## src/rtl/lc_ctrl_pkg.sv

```systemverilog
// Shared widths, lifecycle state encodings and FSM state type for the lifecycle
// state holding / transition controller.
package lc_ctrl_pkg;

    function automatic int unsigned vbits(input int unsigned value);
        return (value == 1) ? 1 : $clog2(value);
    endfunction

    localparam int unsigned NumLcStates        = 21;
    localparam int unsigned DataWidth          = 32;
    localparam int unsigned TransCyclesDefault = 4;
    localparam int unsigned StateWidth         = vbits(NumLcStates + 3);
    localparam int unsigned NumRep             = DataWidth / StateWidth;
    localparam int unsigned ExtWidth           = NumRep * StateWidth;

    // Regular states 0..NumLcStates-1 are carried as casts; only the
    // special encodings above the regular range are named.
    typedef enum logic [StateWidth-1:0] {
        LcStFirst = '0,
        PostTrans = StateWidth'(NumLcStates),
        Escalate  = StateWidth'(NumLcStates + 1),
        Invalid   = StateWidth'(NumLcStates + 2)
    } lc_state_e;

    typedef lc_state_e [NumRep-1:0] ext_lc_state_t;

    typedef enum logic [2:0] {
        FsmReset,
        FsmIdle,
        FsmProg,
        FsmDone,
        FsmTerm
    } fsm_state_e;

endpackage

```

## src/rtl/lc_state_rep_chk.sv

```systemverilog
// Combinational replica checker (stored vector XOR fault mask vs. field 0) and
// replicator that spreads one state value across every field.
module lc_state_rep_chk
    import lc_ctrl_pkg::*;
#(
    parameter int unsigned NumRep = lc_ctrl_pkg::NumRep
) (
    input  lc_state_e [NumRep-1:0]            storedState_i,
    input  logic [NumRep*StateWidth-1:0]      faultMask_i,
    input  lc_state_e                         repValue_i,
    output lc_state_e [NumRep-1:0]            repState_o,
    output logic                              mismatch_o
);

    logic [NumRep-1:0][StateWidth-1:0] checked;

    always_comb begin
        checked    = storedState_i ^ faultMask_i;
        mismatch_o = 1'b0;
        for (int i = 1; i < NumRep; i++) begin
            if (checked[i] != checked[0]) begin
                mismatch_o = 1'b1;
            end
        end
        for (int i = 0; i < NumRep; i++) begin
            repState_o[i] = repValue_i;
        end
    end

endmodule

```

## src/rtl/lc_state_trans_ctrl.sv

```systemverilog
// Lifecycle state holder: replicated storage, forward-only timed transitions,
// sticky terminal states on escalation or replica disagreement.
module lc_state_trans_ctrl
    import lc_ctrl_pkg::*;
#(
    parameter int unsigned TransCycles = TransCyclesDefault
) (
    input  logic                  clk_i,
    input  logic                  rst_i,
    input  logic                  init_req_i,
    input  logic [StateWidth-1:0] init_state_i,
    input  logic                  trans_req_i,
    input  logic [StateWidth-1:0] trans_target_i,
    input  logic                  escalate_i,
    input  logic [ExtWidth-1:0]   fault_inj_i,
    output logic [StateWidth-1:0] state_o,
    output logic [ExtWidth-1:0]   ext_state_o,
    output logic                  busy_o,
    output logic                  trans_ack_o,
    output logic                  trans_err_o
);

    localparam int unsigned CntWidth = vbits(TransCycles);
    localparam logic [CntWidth-1:0] CntLast = CntWidth'(TransCycles - 1);

    fsm_state_e          fsmQ, fsmD;
    ext_lc_state_t       extQ, extD, repState;
    lc_state_e           curState, repValue;
    logic                writeEn, mismatch, legal;
    logic                ackQ, ackD, errQ, errD;
    logic [CntWidth-1:0] cntQ, cntD;

    assign curState = extQ[0];
    assign legal    = (trans_target_i > curState) &&
                      (trans_target_i < StateWidth'(NumLcStates));

    lc_state_rep_chk #(
        .NumRep(NumRep)
    ) uRepChk (
        .storedState_i(extQ),
        .faultMask_i  (fault_inj_i),
        .repValue_i   (repValue),
        .repState_o   (repState),
        .mismatch_o   (mismatch)
    );

    always_comb begin
        fsmD     = fsmQ;
        cntD     = cntQ;
        repValue = curState;
        writeEn  = 1'b0;
        ackD     = 1'b0;
        errD     = 1'b0;
        // Escalation outranks the replica check, which outranks normal operation.
        if (escalate_i) begin
            fsmD     = FsmTerm;
            repValue = Escalate;
            writeEn  = 1'b1;
        end else if (mismatch) begin
            fsmD     = FsmTerm;
            repValue = Invalid;
            writeEn  = 1'b1;
            errD     = 1'b1;
        end else begin
            case (fsmQ)
                FsmReset: begin
                    if (init_req_i) begin
                        writeEn = 1'b1;
                        if (init_state_i >= StateWidth'(NumLcStates)) begin
                            fsmD     = FsmTerm;
                            repValue = Invalid;
                        end else begin
                            fsmD     = FsmIdle;
                            repValue = lc_state_e'(init_state_i);
                        end
                    end
                end
                FsmIdle: begin
                    if (trans_req_i) begin
                        if (legal) begin
                            fsmD = FsmProg;
                            cntD = '0;
                        end else begin
                            ackD = 1'b1;
                            errD = 1'b1;
                        end
                    end
                end
                FsmProg: begin
                    if (cntQ == CntLast) begin
                        fsmD     = FsmDone;
                        repValue = PostTrans;
                        writeEn  = 1'b1;
                        ackD     = 1'b1;
                    end else begin
                        cntD = cntQ + 1'b1;
                    end
                end
                FsmDone, FsmTerm: ;
                default: begin
                    fsmD     = FsmTerm;
                    repValue = Invalid;
                    writeEn  = 1'b1;
                end
            endcase
        end
    end

    assign extD = writeEn ? repState : extQ;

    always_ff @(posedge clk_i) begin
        if (rst_i) begin
            fsmQ <= FsmReset;
            cntQ <= '0;
            ackQ <= 1'b0;
            errQ <= 1'b0;
            for (int i = 0; i < NumRep; i++) begin
                extQ[i] <= Invalid;
            end
        end else begin
            fsmQ <= fsmD;
            cntQ <= cntD;
            ackQ <= ackD;
            errQ <= errD;
            extQ <= extD;
        end
    end

    assign state_o     = curState;
    assign ext_state_o = extQ;
    assign busy_o      = (fsmQ == FsmProg);
    assign trans_ack_o = ackQ;
    assign trans_err_o = errQ;

endmodule

```

## config.mk

```make
export PLATFORM = sky130hd
export DESIGN_NAME = lc_state_trans_ctrl
export DESIGN_NICKNAME = d
export VERILOG_FILES = /design/src/rtl/lc_ctrl_pkg.sv /design/src/rtl/lc_state_rep_chk.sv /design/src/rtl/lc_state_trans_ctrl.sv
export SDC_FILE = /design/constraint.sdc
export NUM_CORES = 1
export LEC_CHECK = 0
export BUFFER_PORTS_ARGS = -buffer_cell sky130_fd_sc_hd__buf_2
export CAP_MARGIN = 20
export CORE_MARGIN = 1
export CORE_UTILIZATION = 45
export DETAILED_ROUTE_END_ITERATION = 16
export GPL_TIMING_DRIVEN = 0
export PLACE_DENSITY = 0.83
export SLEW_MARGIN = 10
export SYNTH_ARGS = -nofsm -noshare
export SYNTH_HDL_FRONTEND = slang
export SYNTH_SLANG_ARGS = --single-unit
export TNS_END_PERCENT = 100
```

## constraint.sdc

```tcl
create_clock -name clk_i -period 5.3 [get_ports clk_i]
set_input_delay 0.795 -clock clk_i [delete_from_list [all_inputs] [get_ports clk_i]]
set_output_delay 0.795 -clock clk_i [all_outputs]
set_load 0.02 [all_outputs]
```

# Yosys cells after proc, flatten, opt, wreduce, memory -nomap -nowiden
# Cells that the tools add are included.
# Widths: inputs -> output; s select.
# totals
mem_bits_rw,0
inputBits,45
latch_bits,0
reg_bits,12
mem_bits_ro,0
n_memories,0
output_inout_bits,38
# op_classes
n_mul,0
n_addsub,1
reduce_logical,11
n_lt_le_gt_ge,3
shift,0
eq_ne,21
bitwise,4
n_div,0
mux,33
# op_table
operator,n
$xor 30x30->30,1
$mux 5,5
$ne 5x5->1,5
$mux 3,7
$pmux 5 s3,1
$mux 1,13
$ne 4x4->1 const B,3
$pmux 3 s4,1
$reduce_and 5->1,2
$ne 2x2->1 const B,4
$eq 3x2->1 const B,2
$mux 2,3
$reduce_and 6->1,1
$reduce_or 3->1,2
$ge 5x5->1 const B,1
$gt 5x5->1,1
$lt 5x5->1 const B,1
$ne 4x2->1 const B,1
$pmux 2 s2,1
$reduce_and 4->1,1
$reduce_or 2->1,2
$eq 3x1->1 const B,1
$eq 3x3->1 const B,1
$logic_not 3->1,1
10 further kinds,12

# Longest topological paths before layout
# depth
word_depth,10
mapped_depth,7
mapped_depth_nobuf,7

# Hierarchy
# Synthesis repeated with hierarchy kept, for this count alone.
# hier_totals
hier_cells,338
hier_area_um2,2763.9
# by_module_without_submodules
module,cells_per_inst,n_inst,area_each_um2
lc_state_trans_ctrl,249,1,2094.5
lc_state_rep_chk,89,1,669.4

# Worst setup path after synthesis
# Ideal clock, no wire load.
# synth_path
path_kind,in2reg
start,in fault_inj_i[3]
end,reg cntQ[0]
path_buffers,0
stages,5
arrival_time_ns,2.266
path_slack_ns,2.962
cell_sequence,or3_4 -> a2111oi_4 -> o211ai_2 -> nor4_4 -> mux2i_1
# synth_between
elab_chain_cells,9
# synth_lines
item,line_no,rtl
"start, declared",lc_state_trans_ctrl.sv:15,"input logic [ExtWidth-1:0] fault_inj_i,"
$xor 30x30->30 (*),lc_state_rep_chk.sv:18,checked = storedState_i ^ faultMask_i;
$ne 5x5->1,lc_state_rep_chk.sv:21,if (checked[i] != checked[0]) begin
$mux 1 (4 in series),lc_state_rep_chk.sv:21,
$mux 1 (*),lc_state_rep_chk.sv:21,
$not 1->1 (no line) (*),--,
$reduce_and 6->1 (no line) (*),--,
"end signal, assigned",lc_state_trans_ctrl.sv:122,cntQ <= cntD;
"end, declared",lc_state_trans_ctrl.sv:31,"logic [CntWidth-1:0] cntQ, cntD;"
# Every way passes the cells marked *; elsewhere a longest branch is shown, timed or not.
# A chain may end at the register's enable or synchronous reset.

# Final worst setup path
# layout_path
start,in fault_inj_i[3]
end,reg fsmQ[0]
# layout_between
elab_chain_cells,8
# layout_lines
item,line_no,rtl
$xor 30x30->30 (*),lc_state_rep_chk.sv:18,
$ne 5x5->1,lc_state_rep_chk.sv:21,
$mux 1 (4 in series),lc_state_rep_chk.sv:21,
$mux 1 (*),lc_state_rep_chk.sv:21,
$reduce_or 3->1 (no line) (*),--,
"end signal, assigned",lc_state_trans_ctrl.sv:113,fsmQ <= FsmReset;
"end signal, assigned",lc_state_trans_ctrl.sv:121,fsmQ <= fsmD;
"end, declared",lc_state_trans_ctrl.sv:26,"fsm_state_e fsmQ, fsmD;"
# Marks and branches as above.

==> impl_metrics.yaml <==
status:
  status: "finished, final reports clean"
route:
  drcViolationCount: 0
  vias: 1350
  routed_wl_um: 2760
  wl_per_cell_um: 10.2
  vias_per_cell: 4.96
  first_pass_iters: 4
  drtIter0Drc: 12
  ant_nets: 0
critical_path:
  r2r-start: "ext_state_o[29]$_SDFFE_PP1P_"
  startpoint: "fault_inj_i[3]"
  rrSetupSlack_ps: 3060
  r2r-end: "trans_err_o$_SDFF_PP0_"
  cp-start-kind: "input pin"
  endpoint: "fsmQ[0]$_SDFFE_PP0P_"
  r2r_cells: 7
  worstPathArrival_ps: 2610
  critPathRequiredTime_ps: 5520
  critPathMaxFanout: 7
  crit_path_end_kind: "register"
  crit_type: "input pin to register"
yosys:
  synth_area_leaders: "dfxtp_1 (19%), buf_4 (18%), ha_1 (5.9%), mux2i_1 (5.5%), nand2b_1 (3.4%)"
  ys_seq_area_share_pct: 18.9
  synth_edf_count: 0
  synth_top_cells_by_count: "buf_4 (30), dfxtp_1 (12), inv_1 (11)"
  yosysUniqueCellTypes: 42
  synthFlopType: "dfxtp_1"
  avgSynthCellArea_um2: 8.14
  yosys.area.top_type: "dfxtp_1"
  syn_nets: 207
  synth_top_area_share_pct: 18.9
  synth_seq_cells: 12
  synth_most_common_cell: "buf_4"
  ys_async_sr_fraction_pct: 0
  synth_warnings: 0
  syn_area_um2: 1270
  syn_inst: 156
placed_design:
  placed_cell_area_um2: 1720
  gp_congestion: 0.883
  io_buffer_count: 82
  hpwl_um: 2340
floorplan:
  io_pins: 83
  initial_core_util_pct: 49.5
  die_w_um: 55.1
  die_area_um2: 3040
  core_area_um2: 2570
  row_count: 18
  die_h_um: 55.1
clock_network:
  clk-insertion-delay-late_ps: 280
  cts_hold_buf: 0
  cts_buffers: 3
  clk_pin_slew_ps: 90
  ctsResizeCount: 0
  clk_path_buf_depth: 2
  cts_setup_buffers: 0
  cts_tree: "yes"
  root_buffer: "clkbuf_4"
  htree_levels: 1
  cts_sinks: 12
timing:
  max_freq_ghz: 0.418
  layout_min_cycle_time_ps: 2390
  setup_tns_ps: 0
  slew_headroom_pct: 67.4
  setup_viol: 0
  tightest_slew_ps: 486
  post-route-period-util_pct: 45.2
  hold_viol_final: 0
  rsz0062_at_grt: "no"
  fin_skew_ps: 8.87
  finalMaxSlewViolations: 0
pwr:
  ir_drop_mv: 0.135
  comb_power_share_pct: 25.3
  p_clk_share_pct: 33.5
  p_switching_uw: 62.9
  p_leak_nw: 0.865
  cellInternalPower_uw: 161
  powerDensity_nw_per_um2: 128
  swShare_pct: 28.1
  pwr-share-seq_pct: 41.2
global_routing:
  grt_max_degree: 10
  grt_overflow: 0
  grt.total_usage_pct: 18.8
  grt_pass1_wl_um: 4200
  grt_pass1_vias: 1088
  grt_antenna_before_repair: 0
cells_and_area:
  final_nets: 294
  syn_to_final_growth_pct: 38.1
  antennaDiodeCount: 0
  stdcell_area_um2: 1750
  drive_above_1_share_pct: 51.7
  fillers: 232
hold_path:
  hold_class: "register to register"
job:
  drv_cap: 0
worst min-delay path by stage:
stage	from	end	slack, ps	cells after the start
after detailed placement	cntQ[1]$_SDFFE_PP0P_	cntQ[1]$_SDFFE_PP0P_	480	2
after CTS	cntQ[1]$_SDFFE_PP0P_	cntQ[1]$_SDFFE_PP0P_	490	2
after global routing	cntQ[0]$_SDFFE_PP0P_	cntQ[0]$_SDFFE_PP0P_	540	2
final	cntQ[1]$_SDFFE_PP0P_	cntQ[1]$_SDFFE_PP0P_	490	2
after floorplan	cntQ[1]$_SDFFE_PP0P_	cntQ[1]$_SDFFE_PP0P_	450	2
after global placement	cntQ[1]$_SDFFE_PP0P_	cntQ[1]$_SDFFE_PP0P_	470	2
worst max-delay path, stage by stage:
cell       delay (ps)
buf_2             130
or3_4             390
a2111oi_4         360
o211ai_2          220
nor4_4            440
o2111a_1          280
cell type report:
class                           count  area, µm²  share of cell area [%]
Sequential cell                    12        240                    13.7
Tap cell                           30       37.5                    2.14
Multi-Input combinational cell    100        752                    42.9
Clock buffer                        4       36.3                    2.07
Inverter                           11       41.3                    2.35
Timing Repair Buffer               82        410                    23.4
Buffer                             33        236                    13.5
per-stage QoR:
stage	cells	worst slack [ps]	hold WS (ps)	utilization, %	power (mW)
6_report	272	2910	489	68.3	0.224
3_5_place_dp	268	2580	482	66.9	0.151
5_1_grt	272	2790	542	68.3	0.237
4_1_cts	272	2880	493	68.3	0.226
3_3_place_gp	268	2620	471	66.9	0.150
2_1_floorplan	156	2960	452	-	0.123
cells in the final DEF, fill, tap and decap left out, types with 4 or more instances in the layout:
master    Yosys  final
ha_1          6      6
buf_4        30     30
nand2_1      10     10
nand4_1       5      5
dfxtp_1      12     12
nor2_1        8      8
nand2b_1      7      7
inv_1        11     11
buf_2         0     82
mux2i_1       7      7
nand3_1       4      4
o21ai_0       6      6
a21oi_1       4      4
power by group through the flow:
stage,sequential [mW],combinational [mW],clock (mW)
final,0.0923,0.0567,0.0751
after global routing,0.0926,0.0627,0.0818
after CTS,0.0924,0.0570,0.0768
after detailed placement,0.0945,0.0568,0
after global placement,0.0945,0.0556,0
after floorplan,0.0953,0.0281,0
flip-flops by register name (all words and copies together) (netlist names):
signal and cells:
trans_err_o 1, fsmQ 3, ext_state_o 5, cntQ 2, trans_ack_o 1
per-layer routing:
layer	track usage [%]	vias to the layer above	share of wire, %
li1	-	703	-
met1	22.1	577	43
met2	35.1	68	46
met3	3.28	2	10
met4	4.17	0	0.29
met5	0	-	0
cell families after synthesis:
group / after synthesis / synth area share [%]
AND/OR/NAND/NOR: 53 / 26.2
XOR/XNOR: 3 / 2.07
AO/OA/AOI/OAI: 31 / 19.5
flip-flops: 12 / 18.9
multiplexers: 7 / 5.52
adder cells (fa/ha/maj): 6 / 5.91
buffers and inverters: 44 / 21.9
Power figures use the tool's default switching activity.
